File: config.mk
export PLATFORM = sky130hd
export DESIGN_NAME = core_run_ctrl
export DESIGN_NICKNAME = d
export VERILOG_FILES = /design/src/rtl/core_sync_pkg.sv /design/src/rtl/core_run_ctrl.sv
export SDC_FILE = /design/constraint.sdc
export NUM_CORES = 1
export LEC_CHECK = 0
export CAP_MARGIN = 40
export CORE_ASPECT_RATIO = 1.25
export CORE_MARGIN = 8
export CORE_UTILIZATION = 44
export DETAILED_ROUTE_END_ITERATION = 7
export PLACE_DENSITY = 0.83
export SLEW_MARGIN = 30
export SYNTH_ARGS = -nofsm -noshare
export SYNTH_HDL_FRONTEND = slang
export SYNTH_SLANG_ARGS = --single-unit
File: constraint.sdc
create_clock -name clock -period 2.14 [get_ports clock]
set_input_delay 0.535 -clock clock [delete_from_list [all_inputs] [get_ports clock]]
set_output_delay 0.535 -clock clock [all_outputs]
set_load 0.01 [all_outputs]
File: src/rtl/core_sync_pkg.sv
// Shared definitions for the core-end synchroniser and the per-core run controllers.
// Holds the run/halt command encodings, the run-controller state encoding,
// the default PC width, and a state-to-enable decode helper.
package core_sync_pkg;

  localparam int PC_W_DEF = 16;

  // 2-bit command broadcast from the synchroniser to each core
  localparam logic [1:0] CMD_RUN  = 2'b00;
  localparam logic [1:0] CMD_STEP = 2'b01;
  localparam logic [1:0] CMD_HALT = 2'b10;
  localparam logic [1:0] CMD_RSVD = 2'b11;

  typedef enum logic [2:0] {
    ST_IDLE   = 3'd0,
    ST_RUN    = 3'd1,
    ST_DRAIN  = 3'd2,
    ST_HALTED = 3'd3,
    ST_STEP   = 3'd4
  } state_e;

  // Datapath is enabled in every state where an instruction may be in flight
  function automatic logic state_core_en(state_e s);
    return (s == ST_RUN) || (s == ST_DRAIN) || (s == ST_STEP);
  endfunction

endpackage

File: src/rtl/core_run_ctrl.sv
// Per-core run/halt controller.
// Decodes the 2-bit end_core command, drains any in-flight instruction before
// halting, gates the datapath via core_en and owns the core's PC register.
//
// Ports:
//   clock       system clock (rising edge)
//   reset_n     asynchronous active-low reset
//   end_core    command: 00 RUN, 01 STEP, 10 HALT, 11 reserved (hold)
//   instr_busy  core is mid-instruction
//   pc_we       core requests a PC update
//   pc_next     next PC value from the core
//   core_en     registered datapath enable
//   pc_out      registered PC
//   halted      registered, high only in HALTED
//   halt_cnt    saturating halted-cycle count (only with CORE_HALT_CNT_EN)
//
// Optional feature macro: CORE_HALT_CNT_EN adds the halt_cnt port and counter.
module core_run_ctrl
  import core_sync_pkg::*;
#(
  parameter int              PC_W     = PC_W_DEF,
  parameter logic [PC_W-1:0] RESET_PC = '0,
  parameter int              CNT_W    = 16
) (
  input  logic             clock,
  input  logic             reset_n,
  input  logic [1:0]       end_core,
  input  logic             instr_busy,
  input  logic             pc_we,
  input  logic [PC_W-1:0]  pc_next,
  output logic             core_en,
  output logic [PC_W-1:0]  pc_out,
`ifdef CORE_HALT_CNT_EN
  output logic [CNT_W-1:0] halt_cnt,
`endif
  output logic             halted
);

  state_e          state_q, state_d;
  logic            core_en_q, core_en_d;
  logic            halted_q, halted_d;
  logic            step_seen_q, step_seen_d;
  logic [PC_W-1:0] pc_q, pc_d;

  always_comb begin
    state_d = state_q;
    unique case (state_q)
      ST_IDLE: begin
        if (end_core == CMD_RUN)       state_d = ST_RUN;
        else if (end_core == CMD_STEP) state_d = ST_STEP;
      end
      ST_RUN: begin
        if (end_core == CMD_HALT)      state_d = instr_busy ? ST_DRAIN : ST_HALTED;
        else if (end_core == CMD_STEP) state_d = ST_STEP;
      end
      // Commands are ignored here: the in-flight instruction always completes
      ST_DRAIN: begin
        if (!instr_busy) state_d = ST_HALTED;
      end
      // Leave only after a full busy pulse; with no issue yet, keep waiting
      ST_STEP: begin
        if (step_seen_q && !instr_busy) state_d = ST_HALTED;
      end
      ST_HALTED: begin
        if (end_core == CMD_RUN)       state_d = ST_RUN;
        else if (end_core == CMD_STEP) state_d = ST_STEP;
      end
      default: state_d = ST_IDLE;
    endcase
  end

  // Tracks whether the stepped instruction has gone busy; zero on STEP entry
  assign step_seen_d = (state_q == ST_STEP) ? (step_seen_q | instr_busy) : 1'b0;

  // Outputs are decoded from the next state so they change with the state flop
  assign core_en_d = state_core_en(state_d);
  assign halted_d  = (state_d == ST_HALTED);

  // instr_busy keeps the write path open on the last busy cycle of a drain/step
  assign pc_d = (pc_we && (core_en_q || instr_busy)) ? pc_next : pc_q;

  always_ff @(posedge clock or negedge reset_n) begin
    if (!reset_n) begin
      state_q     <= ST_IDLE;
      core_en_q   <= 1'b0;
      halted_q    <= 1'b0;
      step_seen_q <= 1'b0;
      pc_q        <= RESET_PC;
    end else begin
      state_q     <= state_d;
      core_en_q   <= core_en_d;
      halted_q    <= halted_d;
      step_seen_q <= step_seen_d;
      pc_q        <= pc_d;
    end
  end

  assign core_en = core_en_q;
  assign halted  = halted_q;
  assign pc_out  = pc_q;

`ifdef CORE_HALT_CNT_EN
  logic [CNT_W-1:0] halt_cnt_q, halt_cnt_d;

  // Clear on leaving HALTED takes priority; otherwise saturate at all-ones
  always_comb begin
    halt_cnt_d = halt_cnt_q;
    if (state_q == ST_HALTED) begin
      if (state_d != ST_HALTED)  halt_cnt_d = '0;
      else if (~&halt_cnt_q)     halt_cnt_d = halt_cnt_q + 1'b1;
    end
  end

  always_ff @(posedge clock or negedge reset_n) begin
    if (!reset_n) halt_cnt_q <= '0;
    else          halt_cnt_q <= halt_cnt_d;
  end

  assign halt_cnt = halt_cnt_q;
`endif

endmodule
# [Word-level counts from Yosys, hierarchy flattened]
# Index checks and enable logic that the tools add are counted.
[word_totals] input_bits=22 romBits=0 memories=0 out_inout_bits=18 ramBits=0 regBits=22 latch_bits=0
[classes] reduce_logical=9 n_mul=0 div_mod_pow=0 add_sub_neg=0 n_shift=0 muxes=8 n_eq_ne=10 order_cmp=0 bitwise_logic=1
[ops] cell="two-way mux 3 bit" n=5
[ops] cell="equality test 3 x 2 -> 1 bit, second input constant" n=4
[ops] cell="one-hot mux 3 bit (4 select lines)" n=1
[ops] cell="equality test 3 x 1 -> 1 bit, second input constant" n=2
[ops] cell="equality test 3 bit, second input constant" n=2
[ops] cell="logical NOT 3 bit" n=1
[ops] cell="logical OR 1 bit" n=3
[ops] cell="equality test 2 x 1 -> 1 bit, second input constant" n=1
[ops] cell="equality test 2 bit, second input constant" n=1
[ops] cell="logical AND 1 bit" n=2
[ops] cell="logical NOT 2 bit" n=1
[ops] cell="two-way mux 1 bit" n=2
[ops] cell="OR reduction 2 bit" n=1
[ops] cell="logical NOT 1 bit" n=1
[ops] cell="bitwise OR 1 bit" n=1

# [Logic depth before layout (Yosys ltp)]
[logic_depth] word_depth=7 ltp_mapped=3 mapped_depth_nobuf=3

# [Worst setup path before layout]
# OpenSTA, ideal clock, no wires.
[synth_path] path_type="input -> register" start="input port instr_busy" end="register pc_q[0] (netlist: pc_out[0])" t_required_ns=2.015 cell_stages=3 n_path_buf=1 setup_ns=0.125 path_slack_ns=0.769 arrival_ns=1.246 cell_sequence="o21ai_4 -> buf_6 -> mux2_4"
[synth_between] elab_chain_cells=2
[synth_rtl] element="from (decl)" line="core_run_ctrl.sv:28" text="input logic instr_busy,"
[synth_rtl] element="logical OR 1 bit" line="core_run_ctrl.sv:80" text="assign pc_d = (pc_we && (core_en_q || instr_busy)) ? pc_next : pc_q;"
[synth_rtl] element="logical AND 1 bit" line="core_run_ctrl.sv:80"
[synth_rtl] element="to (signal assigned)" line="core_run_ctrl.sv:94" text="pc_q <= pc_d;"
[synth_rtl] element="to (decl)" line="core_run_ctrl.sv:43" text="logic [PC_W-1:0] pc_q, pc_d;"
# Every way passes these cells.
# A chain may end at the register's enable or synchronous reset.

# [Final worst setup path]
[layout_path] start="register core_en_q (netlist: core_en)" end="output port core_en"
[layout_lines] element="from (decl)" line="core_run_ctrl.sv:40" text="logic core_en_q, core_en_d;"
[layout_lines] element="from (signal assigned)" line="core_run_ctrl.sv:91" text="core_en_q <= core_en_d;"
[layout_lines] element="to (decl)" line="core_run_ctrl.sv:31" text="output logic core_en,"
# No word-level cell between the ends.

==> results.md <==
* Status: complete, no violations
* Area after DPL at 0.00138 mm2
* Share of cells above drive strength 1 at 23.1%
* CP Cell Sequence: clkdlybuf4s50_1
* Total wire length at 2120 um
* Vias in the first global route at 729
* First DRT Iteration DRCs at 16
* Syn-to-layout area delta at 50.5%
* Hold path endpoint: pc_out[7]
* Sink Count at 22
* YS warnings at 0
* Pwr dens at 1060 mW/mm2
* GRT Total Usage at 11.9%
* Setup violators final at 0
* I/O pin count at 40
* Initial Util at 47.0%
* Crit Reg-Reg Startpoint: state_q[0]
* Number of diodes at 0
* Peak Freq at 552 MHz
* Worst-Margin Slew at 327 ps
* MaxCap Viol Count at 0
* Synth Instances at 63
* Syn_nets at 85
* Crit. Startpoint: core_en
* Slowest stage delay, CP at 570 ps
* Fin Clk Skew at 1.52 ps
* DRC at 0
* First-pass GRT wire length at 3540 um
* Pleak at 0.625 nW
* CP Capture Type: primary output
* Final TNS setup at 0 ps
* Critical path fanouts, max at 2
* Sequential-to-total area share from yosys stat at 58.4%
* Chip height at 67.7 um
* Worst hold path type: flip-flop to flip-flop
* Buffers on Ports at 39
* Final hold vios at 0
* Reg2reg path depth at 3
* Layout fillers at 136
* WHS at 522 ps
* Vias/cell at 5.50
* Worst-Skew Late Latency at 300 ps
* Routed len/inst at 16.6 um
* Crit-path leading delay family: buffers and inverters
* Slowest cell on crit path: clkdlybuf4s50_1
* Worst EP required at 1600 ps
* RePlAce Congestion at 0.731
* Hold Buf Count CTS at 0
* Grt ovf at 0
* CTS max path bufs at 2
* Initial antenna violation count at 0
* Tmin final at 1810 ps
* Min-Delay Path Depth at 1
* Num CTS Buffers at 3
* WS Path Type: flip-flop to primary output
* Placement Rows at 18
* Die X at 57.4 um
* Full die area at 0.00389 mm2
* Worst slew margin at 78.2%
* Register bit total from synthesis at 22
* Hpwl dp at 1700 um
* Setup Slack @ Placement at 294 ps
* Final instance area at 0.00142 mm2
* Max Slew Vio Count at 0
* Antenna Violating Nets Remaining at 0
* Ratio of final minimum period to clock period at 84.7%
* Peak VDD IR at 662 uV
* Pre-antenna DRT Iters at 4
* Critical Path Source Type: flip-flop
* Register clock-pin slew on the reported worst setup and hold paths at 120 ps
* Hold_sp: pc_out[7]
* DR vias at 704
* CP bufs+invs at 1
* Unrepaired setup endpoints after global routing: no
* Final nets at 131
* CTS tree: yes
* Synth cell types at 23
* Clk root buf: clkbuf_4
* CORE AREA at 0.00200 mm2
* Syn Area/Cell at 15.0 um2
* Synth Cell Area at 942 um2
* Final setup margin at 327 ps
* Setup Fix Bufs, Post-CTS at 0
* Reg2reg end: core_en
* Reg2reg setup slack at 920 ps
* Post-CTS sizing at 0
* Largest net degree at the start of global routing at 23
* Htree depth at 1
* Arrival @ worst endpoint at 1280 ps
==> power breakdown <==
part | internal (W) | switching, W
Sequential | 0.000548 | 0.000107
Clock | 0.000104 | 0.000119
Combinational | 0.000405 | 0.000225
Total | 0.00106 | 0.000451
==> state kept, by name, summed over array words and instances, names as in the netlist <==
name,cells
core_en,1
halted,1
pc_out,16
step_seen_q,1
state_q,3
==> cell type report <==
class / instances / area, um2 / area share (%)
repair buffers: 42 / 425 / 30.0
inverters: 3 / 11.3 / 0.794
multi-input cells: 37 / 369 / 26.0
flip-flops and latches: 22 / 551 / 38.8
clock buffers: 4 / 36.3 / 2.56
well taps: 20 / 25.0 / 1.77
==> per-layer routing <==
metal | GRT usage, % | vias to the layer above | wire [um]
met1 | 13.5 | 343 | 921
met3 | 5.13 | 5 | 200
li1 | - | 320 | -
met4 | 5.64 | 0 | 32
met5 | 0 | - | 0
met2 | 18.9 | 36 | 964
==> placed cells by master, fill, tap and decap left out, types with 2 or more instances in the layout <==
master,synthesis,final
buf_4,0,2
clkbuf_4,0,3
clkdlybuf4s50_1,0,39
dfrtp_1,22,22
inv_1,3,3
mux2_2,6,6
mux2_4,10,10
nor2_1,2,2
nor2b_1,2,2
o21ai_0,2,2
==> metrics by stage <==
stage / utilization, % / power (W) / instances
after global placement: 68.9 / 0.00127 / 124
after detailed placement: 68.9 / 0.00130 / 124
final: 70.7 / 0.00151 / 128
after floorplan: - / 0.000970 / 63
after global routing: 70.7 / 0.00160 / 128
after CTS: 70.7 / 0.00152 / 128
==> worst reg2reg max path: cells and delay by family (launching register included) <==
family,cells,cell delay (ps)
flops,1,470
simple gates,1,330
compound gates,2,350
==> how the worst max path moves through the flow <==
stage	depth (start not counted)	to
2_1_floorplan	3	pc_out[0]
3_3_place_gp	4	pc_out[11]
3_5_place_dp	4	pc_out[9]
4_1_cts	1	core_en
5_1_grt	1	core_en
6_report	1	core_en
==> cell families (layout without fill, tap and decap cells) <==
logic type             after synthesis  after routing  share of synthesized area, %
muxes                               16             16                          23.1
and+or+nand+nor                      7              7                          4.12
buffers and inverters                4             49                          2.39
AOI/OAI and AO/OA                   14             14                          12.0
DFF                                 22             22                          58.4
==> Yosys cell counts <==
library cell  instances  area share, %
o21a_1                1           0.80
dfrtp_1              22             58
o31ai_1               1           0.80
nand3_1               1           0.53
mux2_4               10             16
a21o_1                1           0.80
nor2b_1               2            1.3
a311oi_1              1           0.93
nor3b_1               1           0.80
nor2_1                2           0.80
a21oi_1               1           0.53
o41ai_1               1           0.93
o21ai_4               1            1.7
inv_1                 3            1.2
buf_6                 1            1.2
a2bb2oi_1             1           0.93
a221o_2               1            1.2
a32oi_1               1           0.93
o21bai_1              1           0.80
mux2_2                6            7.2
nand2b_1              1           0.66
o21ai_0               2            1.1
o21ai_1               1           0.53
No activity file was read; power rests on OpenSTA's default activity.
